--- src/rtl/fetch_pkg.sv ---
// Shared types for the instruction fetch sequencer: FSM states and FIFO entry layout.
package fetch_pkg;

  localparam int unsigned InstW = 32;

  typedef enum logic [1:0] {IDLE, FETCH, DONE} fetch_state_t;

  typedef struct packed {
    logic [31:0]      pc;
    logic [InstW-1:0] inst;
  } fetch_entry_t;

endpackage

--- src/rtl/fetch_buffer.sv ---
// Small power-of-two FIFO holding fetched {pc, inst} entries; flush wins over push.
module fetch_buffer
  import fetch_pkg::*;
#(
  parameter int unsigned Depth = 2,
  parameter int unsigned CntW  = $clog2(Depth) + 1
) (
  input  logic            clk,
  input  logic            reset,
  input  logic            push,
  input  logic            pop,
  input  logic            flush,
  input  fetch_entry_t    wdata,
  output logic            full,
  output logic            empty,
  output logic [CntW-1:0] count,
  output fetch_entry_t    head
);

  localparam int unsigned PtrW = $clog2(Depth);

  fetch_entry_t    mem_q [Depth];
  logic [PtrW-1:0] rd_q, wr_q;
  logic [CntW-1:0] cnt_q;
  logic            pop_ok, push_ok;

  assign empty   = (cnt_q == '0);
  assign full    = (cnt_q == CntW'(Depth));
  assign count   = cnt_q;
  assign pop_ok  = pop && !empty;
  // When full, a same-cycle pop frees the head slot that wr_q points at.
  assign push_ok = push && !flush && (!full || pop_ok);
  assign head    = empty ? '0 : mem_q[rd_q];

  always_ff @(posedge clk) begin
    if (reset || flush) begin
      rd_q  <= '0;
      wr_q  <= '0;
      cnt_q <= '0;
    end else begin
      if (push_ok) wr_q <= wr_q + 1'b1;
      if (pop_ok)  rd_q <= rd_q + 1'b1;
      if (push_ok && !pop_ok)      cnt_q <= cnt_q + 1'b1;
      else if (pop_ok && !push_ok) cnt_q <= cnt_q - 1'b1;
    end
  end

  always_ff @(posedge clk) begin
    if (push_ok) mem_q[wr_q] <= wdata;
  end

endmodule

--- src/rtl/imem_fetch_ctrl.sv ---
// Instruction fetch sequencer: walks the PC through the ROM and queues {pc, inst} for decode.
module imem_fetch_ctrl
  import fetch_pkg::*;
#(
  parameter int unsigned IMEM_LEN  = InstW,
  parameter int unsigned IMEM_SIZE = 10,
  parameter int unsigned RESET_PC  = 0,
  parameter int unsigned BUF_DEPTH = 2
) (
  input  logic                clk,
  input  logic                reset,
  input  logic                start,
  input  logic                redirect_valid,
  input  logic [31:0]         redirect_pc,
  output logic [31:0]         imem_addr,
  input  logic [IMEM_LEN-1:0] imem_data,
  output logic                inst_valid,
  input  logic                inst_ready,
  output logic [IMEM_LEN-1:0] inst_data,
  output logic [31:0]         inst_pc,
  output logic                busy,
  output logic                done
);

  localparam int unsigned CntW = $clog2(BUF_DEPTH) + 1;

  fetch_state_t    state_q;
  logic [31:0]     pc_q;
  logic            in_range, push, pop, full, empty;
  logic [CntW-1:0] count;
  fetch_entry_t    wdata, head;

  assign imem_addr  = {2'b00, pc_q[31:2]};
  assign in_range   = imem_addr < 32'(IMEM_SIZE);
  assign inst_valid = (count != '0);
  assign pop        = inst_valid && inst_ready;
  assign push       = !redirect_valid && (state_q == FETCH) && in_range && (!full || pop);
  assign wdata      = '{pc: pc_q, inst: imem_data};
  assign inst_data  = head.inst;
  assign inst_pc    = head.pc;
  assign busy       = (state_q == FETCH);
  assign done       = (state_q == DONE) && empty;

  always_ff @(posedge clk) begin
    if (reset) begin
      state_q <= IDLE;
      pc_q    <= 32'(RESET_PC);
    end else if (redirect_valid) begin
      state_q <= FETCH;
      pc_q    <= redirect_pc & ~32'h3;
    end else begin
      unique case (state_q)
        IDLE:  if (start) state_q <= FETCH;
        FETCH: begin
          if (!in_range) state_q <= DONE;
          else if (push) pc_q    <= pc_q + 32'd4;
        end
        DONE:    ;
        default: state_q <= IDLE;
      endcase
    end
  end

  fetch_buffer #(
    .Depth (BUF_DEPTH),
    .CntW  (CntW)
  ) u_buf (
    .clk   (clk),
    .reset (reset),
    .push  (push),
    .pop   (pop),
    .flush (redirect_valid),
    .wdata (wdata),
    .full  (full),
    .empty (empty),
    .count (count),
    .head  (head)
  );

endmodule
--- config.mk ---
export PLATFORM = sky130hd
export DESIGN_NAME = imem_fetch_ctrl
export DESIGN_NICKNAME = d
export VERILOG_FILES = /design/src/rtl/fetch_pkg.sv /design/src/rtl/fetch_buffer.sv /design/src/rtl/imem_fetch_ctrl.sv
export SDC_FILE = /design/constraint.sdc
export NUM_CORES = 1
export LEC_CHECK = 0
export CORE_ASPECT_RATIO = 1.5
export CORE_MARGIN = 1.5
export CORE_UTILIZATION = 49
export CTS_CLUSTER_DIAMETER = 60
export DETAILED_ROUTE_END_ITERATION = 16
export PLACE_DENSITY = 0.83
export SETUP_SLACK_MARGIN = 0.2
export SLEW_MARGIN = 20
export SYNTH_ARGS = -nofsm -noshare
export SYNTH_HDL_FRONTEND = slang
export SYNTH_HIERARCHICAL = 1
export SYNTH_SLANG_ARGS = --single-unit
--- constraint.sdc ---
create_clock -name clk -period 3.7 [get_ports clk]
set_input_delay 0.37 -clock clk [delete_from_list [all_inputs] [get_ports clk]]
set_output_delay 0.37 -clock clk [all_outputs]
set_load 0.005 [all_outputs]
==> impl_metrics.tcl, run 1 <==
set metrics [dict create \
    outcome "complete, no violations" \
    postRouteAntennaNets 0 \
    cp-end-kind "flop" \
    grt_pass1_wl_um 21600 \
    worstMarginPinSlew_ns 0.716 \
    dr_total_vias 4070 \
    synth_warnings 6 \
    finalMaxSlewViolations 0 \
    gr-total-overflow 0 \
    fin_nets 685 \
    cts_root_buffer "clkbuf_16" \
    insertedDiodeCount 0 \
    hold_class "in2reg" \
    start_util 0.501 \
    yosysSeqAreaShare 0.706 \
    rsz0062_at_grt "no" \
    drive_above_1_share 0.0877 \
    yosysTopAreaCell "edfxtp_1" \
    h-tree-depth 4 \
    cp.arrival_ns 2.92 \
    wl_per_cell_um 17.8 \
    cts_resized 0 \
    ios 168 \
    layout_commonest_cell "clkdlybuf4s50_1" \
    cp-start-kind "flop" \
    postSynthAreaPerCell_um2 14.6 \
    min_period_ns 2.86 \
    cts_buffers 17 \
    setup_tns_ns 0 \
    fp-row-count 51 \
    synth_top_area_frac 0.592 \
    final_cell_mix "clkdlybuf4s50_1, edfxtp_1, nor2_1" \
    power_leakage_nw 3.01 \
    die_h_um 144 \
    die_w_um 97.0 \
    dr.pass1.iters 5 \
    p_per_area_nw_per_um2 445 \
    maxCapViolations 0 \
    dp_hpwl_um 9360 \
    final_hold_viol_count 0 \
    yosys_register_bits 165 \
    cts_sinks 165 \
    wl_um 14000 \
    drc 0 \
    path_clk_slew_ns 0.06 \
    max_slew_margin 0.523 \
    ctsHoldBuffers 0 \
    ir_drop_mv 0.345 \
    clk-insertion-delay-late_ns 0.42 \
    cp.required_ns 3.75 \
    multi_input_area_um2 1770 \
    synthCells 444 \
    grt_antenna_before_repair 0 \
    fin_skew_ns 0.00823 \
    die_area_um2 14000 \
    grt_max_degree 43 \
    syn2layout_area_growth_pct 36.6 \
    core_um2 13000 \
    dr.first_iter.drc_count 139 \
    viasPerCell 5.18 \
    crit_type "reg2reg" \
    cts_tree "done" \
    clock.fmax_mhz 349 \
    synth_cell_types 42 \
    grt_pass1_vias 4229 \
    post_cts_buffers 0 \
    clock_path_buffers 2 \
    io_buffers 163 \
    gp_congestion 0.805 \
    synth.area.top_cells "edfxtp_1, mux2i_1, dfxtp_1" \
    num-fill-cells 904 \
    layout.area.seq_um2 4590 \
    instances_no_fill 786 \
    dpl.cell_count 754 \
    worstPathMaxFanout 37 \
    syn_area_um2 6490 \
    setup_viol 0 \
    finalCritPeriodShare 0.774 \
    grt.total_usage 0.201 \
]
==> kinds of logic after synthesis <==
| logic type | synth area share |
|---|---|
| flip-flops | 0.706 |
| AO/OA/AOI/OAI | 0.0231 |
| XOR/XNOR | 0.00405 |
| adder cells (fa/ha/maj) | 0.00385 |
| buffers and inverters | 0.0256 |
| other | 0.000578 |
| AND/OR/NAND/NOR | 0.0964 |
| multiplexers | 0.140 |
==> cell usage after synthesis, drive strengths merged <==
master   count
edfxtp     128
nor2       101
mux2i       91
dfxtp       37
buf         21
nor4         7
nor2b        6
and4         5
clkbuf       5
inv          3
o21a         3
o21ai        3
or2          3
xor2         3
a21oi        2
and2         2
and2b        2
ha           2
nand2        2
nand2b       2
or3          2
a2111oi      1
a211o        1
a21boi       1
a221oi       1
a311oi       1
a31oi        1
a41oi        1
and3         1
conb         1
nand3        1
nand4        1
nor3         1
nor3b        1
o31ai        1
==> final timing paths <==
check / startpoint / endpoint / slack [ns] / cells after the start
setup reg to reg: pc_q[12] / u_buf/mem_q[0][2] / 0.84 / 8
setup / recovery: pc_q[12] / u_buf/mem_q[0][2] / 0.84 / 8
hold reg to reg: state_q[1] / state_q[0] / 0.49 / 1
hold / removal: redirect_valid / pc_q[10] / 0.45 / 3
==> registers in the layout (all words and copies together), names as in the netlist, named ones only <==
name / flops
pc_q: 30
state_q: 2
u_buf/count: 2
u_buf/mem_q: 128
u_buf/rd_q: 1
u_buf/wr_q: 1
==> critical path, cell delays in order, from the launching register on <==
cell      delay, ns
dfxtp_1        0.34
nor4_1         0.49
and4_1         0.50
nand3_1        0.15
nor2_1         0.11
nand2b_1       0.10
a21oi_4        0.19
and2b_2        0.18
buf_4          0.41
==> metrics by stage <==
| stage | hold slack (ns) | worst slack [ns] | total power, mW | utilization | area [um^2] |
|---|---|---|---|---|---|
| after floorplan | 0.434 | 1.10 | 2.15 | - | 6510 |
| after global placement | 0.447 | 0.941 | 2.28 | 0.641 | 8300 |
| after detailed placement | 0.470 | 0.811 | 2.29 | 0.641 | 8300 |
| after CTS | 0.442 | 0.803 | 3.98 | 0.684 | 8870 |
| after global routing | 0.467 | 0.566 | 4.07 | 0.684 | 8870 |
| final | 0.446 | 0.835 | 3.94 | 0.684 | 8870 |
==> report_power, final <==
| group | switching, mW | internal [mW] |
|---|---|---|
| Combinational | 0.0778 | 0.129 |
| Sequential | 0.0286 | 2.01 |
| Clock | 0.740 | 0.952 |
| Total | 0.846 | 3.10 |
==> per-layer routing <==
metal,vias to the layer above,GRT usage,share of wire
li1,1952,-,-
met1,1955,0.224,0.39
met2,132,0.374,0.54
met3,31,0.0358,0.040
met4,0,0.0915,0.028
met5,-,0,0
==> cell type report <==
class                           count  share of cell area
Clock inverter                     13              0.0152
Timing Repair Buffer              172               0.195
Multi-Input combinational cell    255               0.199
Clock buffer                       19              0.0488
Inverter                            3             0.00127
Tap cell                          159              0.0224
Sequential cell                   165               0.517
No activity file was read; power rests on OpenSTA's default activity.
==> run 2: changes to the inputs <==
==> constraint.sdc (replaced) <==
create_clock -name clk -period 2.8 [get_ports clk]
set_input_delay 0.28 -clock clk [delete_from_list [all_inputs] [get_ports clk]]
set_output_delay 0.28 -clock clk [all_outputs]
set_load 0.005 [all_outputs]
==> run 2 against run 1 <==
Register-to-register slack lost 0.47 ns. Critical endpoint is now inst_data[9]. Non-clock buffer count grew 9. Sequential power grew 32%.
==> impl_metrics.tcl, run 2 (synthesis gave the netlist of run 1 again) <==
set metrics [dict create \
    grt_pass1_wl_um 21800 \
    final_hold_viol_count 0 \
    clock_path_buffers 2 \
    met1_usage 0.225 \
    fp-row-count 51 \
    ir_drop_mv 0.627 \
    rsz0062_at_grt "no" \
    cts_root_buffer "clkbuf_16" \
    wl_per_cell_um 17.6 \
    drc 0 \
    final_cell_mix "clkdlybuf4s50_1, edfxtp_1, nor2_1" \
    crit_type "reg2out" \
    ios 168 \
    top_register "u_buf/mem_q" \
    h-tree-depth 4 \
    io_buffers 163 \
    p_total_mw 5.31 \
    finalMaxSlewViolations 0 \
    cp_top_family "buffers and inverters" \
    grt.total_usage 0.203 \
    power_leakage_nw 3.07 \
    worstHoldStart "redirect_valid" \
    dr_total_vias 4119 \
    cp.required_ns 2.52 \
    drive_above_1_share 0.104 \
    holdWs_ns 0.426 \
    dr.first_iter.drc_count 161 \
    wl_um 14000 \
    top_usage_layer "met2" \
    fin_skew_ns 0.00992 \
    start_util 0.501 \
    dp_hpwl_um 9900 \
    fin_nets 694 \
    grt_max_degree 43 \
    layout_commonest_cell "clkdlybuf4s50_1" \
    cp-end-kind "output pin" \
    largest_reg_flops 128 \
    cts_tree "done" \
    cts_sinks 165 \
    dr.pass1.iters 4 \
    die_h_um 144 \
    postRouteAntennaNets 0 \
    clk-insertion-delay-late_ns 0.41 \
    gp_congestion 0.779 \
    min_period_ns 2.44 \
    die_w_um 97.0 \
    num-fill-cells 896 \
    cp.arrival_ns 2.16 \
    worstPathMaxFanout 29 \
    top_regs "u_buf/mem_q x128, pc_q x30" \
    critPathBufInv 2 \
    crit_chain "buf_4, mux2i_1, nor2_1, clkdlybuf4s50_1" \
    cp-start-kind "flop" \
    hold_class "in2reg" \
    core_um2 13000 \
    timing.rr.start "u_buf/count[0]" \
    setup_viol 0 \
    setup_tns_ns 0 \
    path_clk_slew_ns 0.06 \
    gr-usage-met3 0.0522 \
    multi_input_area_um2 1780 \
    slowest_stage "dfxtp_4" \
    die_area_um2 14000 \
    maxCapViolations 0 \
    finalCritPeriodShare 0.873 \
    cts_buffers 17 \
    clock.fmax_mhz 409 \
    outcome "complete, no violations" \
    final_core_util 0.694 \
    gr-total-overflow 0 \
    p_per_area_nw_per_um2 591 \
    grt_pass1_vias 4283 \
    viasPerCell 5.18 \
    worstMarginPinSlew_ns 0.538 \
    max_stage_delay_ns 0.69 \
    grt_antenna_before_repair 1 \
    max_slew_margin 0.641 \
    insertedDiodeCount 0 \
    syn2layout_area_growth_pct 38.4 \
    met2_usage 0.372 \
    layout.area.seq_um2 4590 \
]
-- run 2: layer usage --
metal	share of wire	wire, um
met3	0.053	738
met2	0.54	7580
met5	0	0
met1	0.38	5360
met4	0.025	344
-- run 2: repair_timing --
item                                    in CTS  in global routing
hold buffers                                 0                  0
endpoints found under the setup margin       0                 29
gates resized for setup                      0                  1
setup buffers                                0                  4
endpoints found under the hold margin        0                  0
-- run 2: metrics by stage --
stage | setup WS [ns] | area, um^2 | cells
after global routing | 0.202 | 8990 | 795
after floorplan | 0.207 | 6510 | 449
after global placement | 0.285 | 8350 | 759
after CTS | 0.288 | 8950 | 791
after detailed placement | 0.240 | 8350 | 759
final | 0.356 | 8990 | 795
-- run 2: worst paths after layout --
path,endpoint,slack [ns],cells past startpoint
worst max-delay path,inst_data[9],0.36,4
worst min-delay path,pc_q[9],0.43,3
worst max register to register,u_buf/count[1],0.37,10
worst min register to register,state_q[0],0.48,1
-- run 2: tightest hold or removal path, delay by kind of cell --
| kind | cells | cell delay [ns] |
|---|---|---|
| buffers and inverters | 1 | 0.26 |
| multiplexers | 1 | 0.18 |
| AND/OR/NAND/NOR | 1 | 0.07 |
-- run 2: layout make-up --
cell class	instances	share of cell area
Sequential cell	165	0.511
Timing Repair Buffer	181	0.202
Multi-Input combinational cell	255	0.198
Clock buffer	19	0.0493
Tap cell	159	0.0221
Clock inverter	13	0.0177
Inverter	3	0.00125
-- run 2: where the power goes --
group	switching (mW)	internal [mW]	total, mW
logic	0.102	0.174	0.277
registers	0.0388	2.66	2.70
clock network	0.966	1.37	2.33
total	1.11	4.20	5.31
